File: src/rtl/branch_target_predictor.sv
// ---------------------------------------------------------------------------
// branch_target_predictor
//
// Direct-mapped branch target buffer with a 2-bit saturating direction
// counter per entry. The IF stage looks up the current fetch PC
// combinationally. EX/MEM trains the table when a branch or jump resolves.
//
// Parameters:
//   XLEN      address width
//   ENTRIES   number of BTB entries (power of 2, >= 2)
//   TAG_BITS  stored tag width
//   CTR_ALLOC counter value written when a new entry is allocated
//
// Ports:
//   clk, reset          clock (rising edge), async active-high reset
//   lookup_pc           fetch PC from IF
//   predict_hit         valid entry with matching tag
//   predict_taken       hit and counter MSB set
//   predict_target      stored target if taken, else lookup_pc+4
//   update_valid        resolved branch/jump this cycle
//   update_pc           PC of the resolved instruction
//   update_taken        actual direction
//   update_target       actual taken target
//   update_mispredict   flush happened for this instruction (stats only)
//   flush_all           invalidate every entry on the next edge
//
// Optional feature (macro BTB_STATS_EN):
//   stat_updates        saturating count of update_valid cycles
//   stat_mispredicts    saturating count of update_valid&&update_mispredict
// ---------------------------------------------------------------------------
module branch_target_predictor #(
   parameter int unsigned XLEN      = 32,
   parameter int unsigned ENTRIES   = 16,
   parameter int unsigned TAG_BITS  = 8,
   parameter logic [1:0]  CTR_ALLOC = 2'b10
) (
   input  logic            clk,
   input  logic            reset,
   input  logic [XLEN-1:0] lookup_pc,
   output logic            predict_hit,
   output logic            predict_taken,
   output logic [XLEN-1:0] predict_target,
   input  logic            update_valid,
   input  logic [XLEN-1:0] update_pc,
   input  logic            update_taken,
   input  logic [XLEN-1:0] update_target,
   input  logic            update_mispredict,
`ifdef BTB_STATS_EN
   input  logic            flush_all,
   output logic [31:0]     stat_updates,
   output logic [31:0]     stat_mispredicts
`else
   input  logic            flush_all
`endif
);

   localparam int unsigned IDX = $clog2(ENTRIES);

   logic [TAG_BITS-1:0] r_tag    [ENTRIES];
   logic [XLEN-1:0]     r_target [ENTRIES];
   logic [1:0]          r_ctr    [ENTRIES];
   logic                r_valid  [ENTRIES];

   logic [IDX-1:0]      w_lk_idx;
   logic [TAG_BITS-1:0] w_lk_tag;
   logic [IDX-1:0]      w_up_idx;
   logic [TAG_BITS-1:0] w_up_tag;
   logic                w_up_hit;
   logic                w_unused;

   assign w_lk_idx = lookup_pc[IDX+1:2];
   assign w_lk_tag = lookup_pc[IDX+1+TAG_BITS:IDX+2];
   assign w_up_idx = update_pc[IDX+1:2];
   assign w_up_tag = update_pc[IDX+1+TAG_BITS:IDX+2];

   // Only a slice of each PC addresses the table; the rest is dropped here.
   assign w_unused = ^{lookup_pc, update_pc, update_mispredict};

   // Lookup reads registered state only, so an update in the same cycle
   // becomes visible one cycle later.
   always_comb begin
      predict_hit    = r_valid[w_lk_idx] && (r_tag[w_lk_idx] == w_lk_tag);
      predict_taken  = predict_hit && r_ctr[w_lk_idx][1];
      predict_target = predict_taken ? r_target[w_lk_idx] : lookup_pc + XLEN'(4);
   end

   assign w_up_hit = r_valid[w_up_idx] && (r_tag[w_up_idx] == w_up_tag);

   always_ff @(posedge clk or posedge reset) begin
      if (reset) begin
         for (int unsigned i = 0; i < ENTRIES; i++) begin
            r_valid[i]  <= 1'b0;
            r_tag[i]    <= '0;
            r_target[i] <= '0;
            r_ctr[i]    <= 2'b01;
         end
      end else if (flush_all) begin
         // Flush beats any concurrent update; counters and targets survive.
         for (int unsigned i = 0; i < ENTRIES; i++) begin
            r_valid[i] <= 1'b0;
         end
      end else if (update_valid) begin
         if (w_up_hit) begin
            if (update_taken) begin
               r_ctr[w_up_idx]    <= (r_ctr[w_up_idx] == 2'b11) ? 2'b11 : r_ctr[w_up_idx] + 2'b01;
               r_target[w_up_idx] <= update_target;
            end else begin
               r_ctr[w_up_idx]    <= (r_ctr[w_up_idx] == 2'b00) ? 2'b00 : r_ctr[w_up_idx] - 2'b01;
            end
         end else if (update_taken) begin
            // Allocation overwrites whatever alias currently holds the slot.
            r_valid[w_up_idx]  <= 1'b1;
            r_tag[w_up_idx]    <= w_up_tag;
            r_target[w_up_idx] <= update_target;
            r_ctr[w_up_idx]    <= CTR_ALLOC;
         end
      end
   end

`ifdef BTB_STATS_EN
   logic [31:0] r_stat_updates;
   logic [31:0] r_stat_mispredicts;

   always_ff @(posedge clk or posedge reset) begin
      if (reset) begin
         r_stat_updates     <= '0;
         r_stat_mispredicts <= '0;
      end else if (update_valid) begin
         if (r_stat_updates != '1) begin
            r_stat_updates <= r_stat_updates + 32'd1;
         end
         if (update_mispredict && (r_stat_mispredicts != '1)) begin
            r_stat_mispredicts <= r_stat_mispredicts + 32'd1;
         end
      end
   end

   assign stat_updates     = r_stat_updates;
   assign stat_mispredicts = r_stat_mispredicts;
`endif

endmodule

File: config.mk
export PLATFORM = sky130hd
export DESIGN_NAME = branch_target_predictor
export DESIGN_NICKNAME = d
export VERILOG_FILES = /design/src/rtl/branch_target_predictor.sv
export SDC_FILE = /design/constraint.sdc
export NUM_CORES = 2
export LEC_CHECK = 0
export CORE_MARGIN = 4
export CORE_UTILIZATION = 45
export CTS_CLUSTER_SIZE = 40
export DETAILED_ROUTE_END_ITERATION = 7
export PLACE_DENSITY = 0.6
export SETUP_SLACK_MARGIN = 0.5
export SYNTH_ARGS = -nofsm -noshare
export SYNTH_HDL_FRONTEND = slang
export SYNTH_SLANG_ARGS = --single-unit
File: constraint.sdc
create_clock -name clk -period 29.5 [get_ports clk]
set_input_delay 2.95 -clock clk [delete_from_list [all_inputs] [get_ports clk]]
set_output_delay 2.95 -clock clk [all_outputs]
set_load 0.01 [all_outputs]
# [After elaboration in Yosys (flattened, before gate mapping)]
# Cells that the tools add are included.
[word_totals] regBits=688 in_bits=102 elab_cells=137
[classes] n_addsub=3 magnitude_cmp=3 n_eq_ne=4 mux=43 n_bitwise=8 n_reduce_logical=12
[op_table] op="bitwise mux 512 bit" count=1
[op_table] op="two-way mux 32 bit" count=7
[op_table] op="binary-select mux 32 bit (select 4 bit)" count=1
[op_table] op="bitwise mux 128 bit" count=1
[op_table] op="demux 32 bit (select 4 bit)" count=1
[op_table] op="binary-select mux 8 bit (select 4 bit)" count=2
[op_table] op="bitwise mux 32 bit" count=2
[op_table] op="two-way mux 16 bit" count=4
[op_table] op="two-way mux 8 bit" count=5
[op_table] op="adder 32 x 3 -> 32 bit, second input constant" count=1
[op_table] op="demux 8 bit (select 4 bit)" count=1
[op_table] op="bitwise OR 16 bit" count=2
[op_table] op="bitwise AND 16 bit" count=1
[op_table] op="binary-select mux 2 bit (select 4 bit)" count=2
[op_table] op="== test 8 bit" count=2
[op_table] op="NOT 16 bit" count=1
[op_table] op="two-way mux 2 bit" count=7
[op_table] op="greater-or-equal comparator 5 bit, second input constant" count=2
[op_table] op="NOT 4 -> 5 bit" count=2
[op_table] op="AND reduction 3 bit" count=3
[op_table] op="binary-select mux 1 bit (select 4 bit)" count=2
[op_table] op="demux 2 bit (select 4 bit)" count=1
[op_table] op="nonzero test 2 bit" count=3
[op_table] op="< comparator 5 x 1 -> 1 bit, second input constant" count=1
[op_table] op="other kinds (10)" count=18

# [Longest topological paths before layout]
[depth] ltp_word=10 ltp_mapped=14 depth_no_buf=8

# [Worst setup path before layout]
# No wires, ideal clock.
[synth_timing] kind="input port to output port" from="input port lookup_pc[3]" to="output port predict_target[10]" arrival_ps=5728 slack_ps=20822 stages=10 cell_sequence="buf_2 -> buf_4 -> buf_4 -> buf_2 -> buf_2 -> buf_2 -> buf_1 -> mux4_2 -> mux4_2 -> mux2_1"
[synth_between] elab_chain_len=8
[synth_rtl] element="start: declaration" line="39" rtl="input logic [XLEN-1:0] lookup_pc,"
[synth_rtl] element="NOT 4 -> 5 bit (implied by the code)" line="82, 83, 84"
[synth_rtl] element="binary-select mux 8 bit (select 4 bit)" line="82" rtl="predict_hit = r_valid[w_lk_idx] && (r_tag[w_lk_idx] == w_lk_tag);"
[synth_rtl] element="two-way mux 8 bit (implied by the code) (2 in series)" line="82"
[synth_rtl] element="== test 8 bit" line="82"
[synth_rtl] element="logical AND 1 bit" line="82"
[synth_rtl] element="logical AND 1 bit" line="83" rtl="predict_taken = predict_hit && r_ctr[w_lk_idx][1];"
[synth_rtl] element="two-way mux 32 bit *" line="84" rtl="predict_target = predict_taken ? r_target[w_lk_idx] : lookup_pc + XLEN'(4);"
[synth_rtl] element="end: declaration" line="42" rtl="output logic [XLEN-1:0] predict_target,"
# Mark *: on every way between the ends. The rest lies on a longest branch, timed or not. The select of a mux whose other input is x is not followed.

# [Worst setup path in the final report]
[layout_timing] from="input port lookup_pc[2]" to="output port predict_target[2]"
# The elaborated chain is that of the path after synthesis.

==> flow_metrics.tcl <==
set metrics [dict create \
    tns_ns 0 \
    die_y_um 282.1 \
    numCtsBuffers 76 \
    reg2reg_from "r_tag[67]" \
    netlist_area_sq_um 33820 \
    stdcell_count 3276 \
    critPathCaptureType "primary output" \
    pwr-share-clk_pct 39.8 \
    core-area_sq_um 74450 \
    fin_skew_ns 0.01668 \
    worstHoldStart "r_target[440]" \
    cp-start-kind "input pin" \
    nFillCells 6106 \
    power.density_nw_per_um2 64.03 \
    wl_um 88630 \
    irDropWorstVdd_v 0.00004398 \
    fp-row-count 100 \
    clk_latency_ns 0.60 \
    max_freq_ghz 0.09342 \
    antenna_found_initial 6 \
    ys_seq_elements 688 \
    internal_power_w 0.001854 \
    cp.arrival_ns 7.75 \
    drv_slew 0 \
    synthesis.nets 2292 \
    power.leakage_nw 17.18 \
    p_comb_share_pct 14.1 \
    clkTransAtPathRegs_ns 0.06 \
    hold_class "reg -> reg" \
    viasPerCell 5.973 \
    die_w_um 282.1 \
    routedWlPerCell_um 27.05 \
    clock-sinks 688 \
    status "finished clean" \
    place_congestion 0.8030 \
    drive_gt1_share_pct 48.87 \
    cts_resized 0 \
    yosys-top-cells-area "dfrtp_1, mux2_2, mux4_2" \
    path_max_fanout 52 \
    synth_top_cell_area_share_pct 49.72 \
    first_iter_violations 1440 \
    finalSetupViolations 0 \
    synth-edff-count 0 \
    syn2layout_area_growth_pct 13.36 \
    nNetsFinal 2343 \
    syn_inst 2189 \
    whs_ns 0.5002 \
    clockBufferDepth 3 \
    maxCapViolCount 0 \
    synth.yosys.warnings 0 \
    min_period_ns 10.70 \
    seq_power_share_pct 46.2 \
    firstDrtPassIters 5 \
    critPathKind "in -> out" \
    synth_cell_types 58 \
    period_share_pct 36.29 \
    p_sw_share_pct 24.47 \
    grt_max_degree 157 \
    num_io_pins 136 \
    vias 19569 \
    hold_viol_final 0 \
    startpoint "lookup_pc[2]" \
    postRouteAntennaNets 0 \
    portBuffers 114 \
    p_sw_w 0.0006006 \
    dp_hpwl_um 50840 \
    post_cts_buffers 0 \
    rsz0062_at_grt "false" \
    max_slew_margin_pct 27.34 \
    drc 0 \
    cts_tree "yes" \
    async_flop_share_pct 100.0 \
    worstMarginPinSlew_ns 1.090 \
    grt_usage_pct 22.58 \
    syn_area_per_cell_sq_um 15.45 \
    grt-ovfl-total 0 \
    synth_ff_type "dfrtp_1" \
    hold_buffers 0 \
    die-area_sq_um 79610 \
    required_ns 26.55 \
    dp_cells 3131 \
    grt_pass1_vias 20985 \
    synth_top_area_cell "dfrtp_1" \
    start_util_pct 45.43 \
    final_common_cell "dfrtp_1" \
    htreeDepth 3 \
    grt_pass1_wl_um 134800 \
    ctsRootBufferMaster "clkbuf_16" \
    seq_area_frac_synth_pct 50.97 \
    final_cell_mix "dfrtp_1, mux2_2, mux4_2" \
]
==> routing by layer <==
metal,vias to the layer above,global-route usage (%),share of wire [%],wire length (um)
met5,-,0,0.036,32
met3,142,4.358,5.3,4665
met4,4,6.625,2.7,2398
met2,474,36.50,48,42180
met1,10644,31.47,44,39350
li1,8305,-,-,-
==> per-stage QoR <==
stage / area (sq um) / util [%] / total power, W / worst slack, ns
CTS: 38320 / 51.48 / 0.002483 / 18.72
floorplan: 33820 / - / 0.001398 / 7.287
global route: 38330 / 51.48 / 0.002563 / 18.57
finish: 38340 / 51.50 / 0.002455 / 18.80
global placement: 35730 / 47.99 / 0.001477 / 18.72
detailed placement: 35730 / 47.99 / 0.001497 / 18.71
==> synth_stat cells, drive strengths merged (7+ instances only) <==
| cell type | count |
|---|---|
| mux2i | 38 |
| xnor2 | 35 |
| a22oi | 7 |
| nand3 | 16 |
| dfrtp | 672 |
| and3 | 10 |
| mux2 | 675 |
| a21oi | 29 |
| o21ai | 32 |
| dfstp | 16 |
| nor2b | 7 |
| xor2 | 18 |
| clkbuf | 91 |
| a22o | 16 |
| mux4 | 232 |
| inv | 29 |
| nand2b | 9 |
| nand2 | 65 |
| nor2 | 40 |
| buf | 91 |
==> final cells by class <==
| cell class | count | area, sq um | area share (%) |
|---|---|---|---|
| diodes | 5 | 12.51 | 0.03264 |
| clock buffers | 113 | 2322 | 6.057 |
| clock inverters | 27 | 276.5 | 0.7213 |
| inverters | 29 | 116.4 | 0.3035 |
| multi-input cells | 1290 | 15700 | 40.96 |
| flip-flops and latches | 688 | 17240 | 44.96 |
| well taps | 969 | 1212 | 3.163 |
| repair buffers | 155 | 1458 | 3.802 |
==> state kept, by name (all words and copies together) (netlist names) <==
name      cells
r_valid      16
r_ctr        32
r_tag       128
r_target    512
==> critical path, cell delays in order <==
cell and delay (ns):
buf_8 0.43, buf_4 0.90, mux4_2 0.61, mux4_2 0.53
o2111a_1 0.16, nand4_1 0.16, nand2b_2 0.16, buf_4 0.56
mux2i_1 0.54, clkdlybuf4s50_1 0.65
==> cells by family after synthesis <==
logic type / after synthesis / share of synthesized area, %
AND/OR/NAND/NOR: 169 / 2.642
multiplexers: 945 / 39.58
flip-flops: 688 / 50.97
XOR/XNOR: 53 / 1.373
adder cells (fa/ha/maj): 3 / 0.09988
buffers and inverters: 211 / 2.923
AO/OA/AOI/OAI: 120 / 2.416
==> final timing paths <==
kind / cells after the start / slack, ns / end
worst max register to register: 9 / 25.48 / r_tag[116]
min in group asynchronous: 2 / 2.95 / r_tag[123]
max in group asynchronous: 4 / 24.19 / r_target[126]
worst min-delay path: 1 / 0.50 / r_target[440]
worst max-delay path: 10 / 18.80 / predict_target[2]
worst min register to register: 1 / 0.50 / r_target[440]
==> power groups by stage <==
stage          logic, W  clock network (W)  registers, W
5_1_grt        0.000375            0.00104       0.00115
3_5_place_dp   0.000349                  0       0.00115
2_1_floorplan  0.000271                  0       0.00113
4_1_cts        0.000350            0.00100       0.00113
6_report       0.000346           0.000976       0.00113
3_3_place_gp   0.000339                  0       0.00114
No activity file was read; power rests on OpenSTA's default activity.
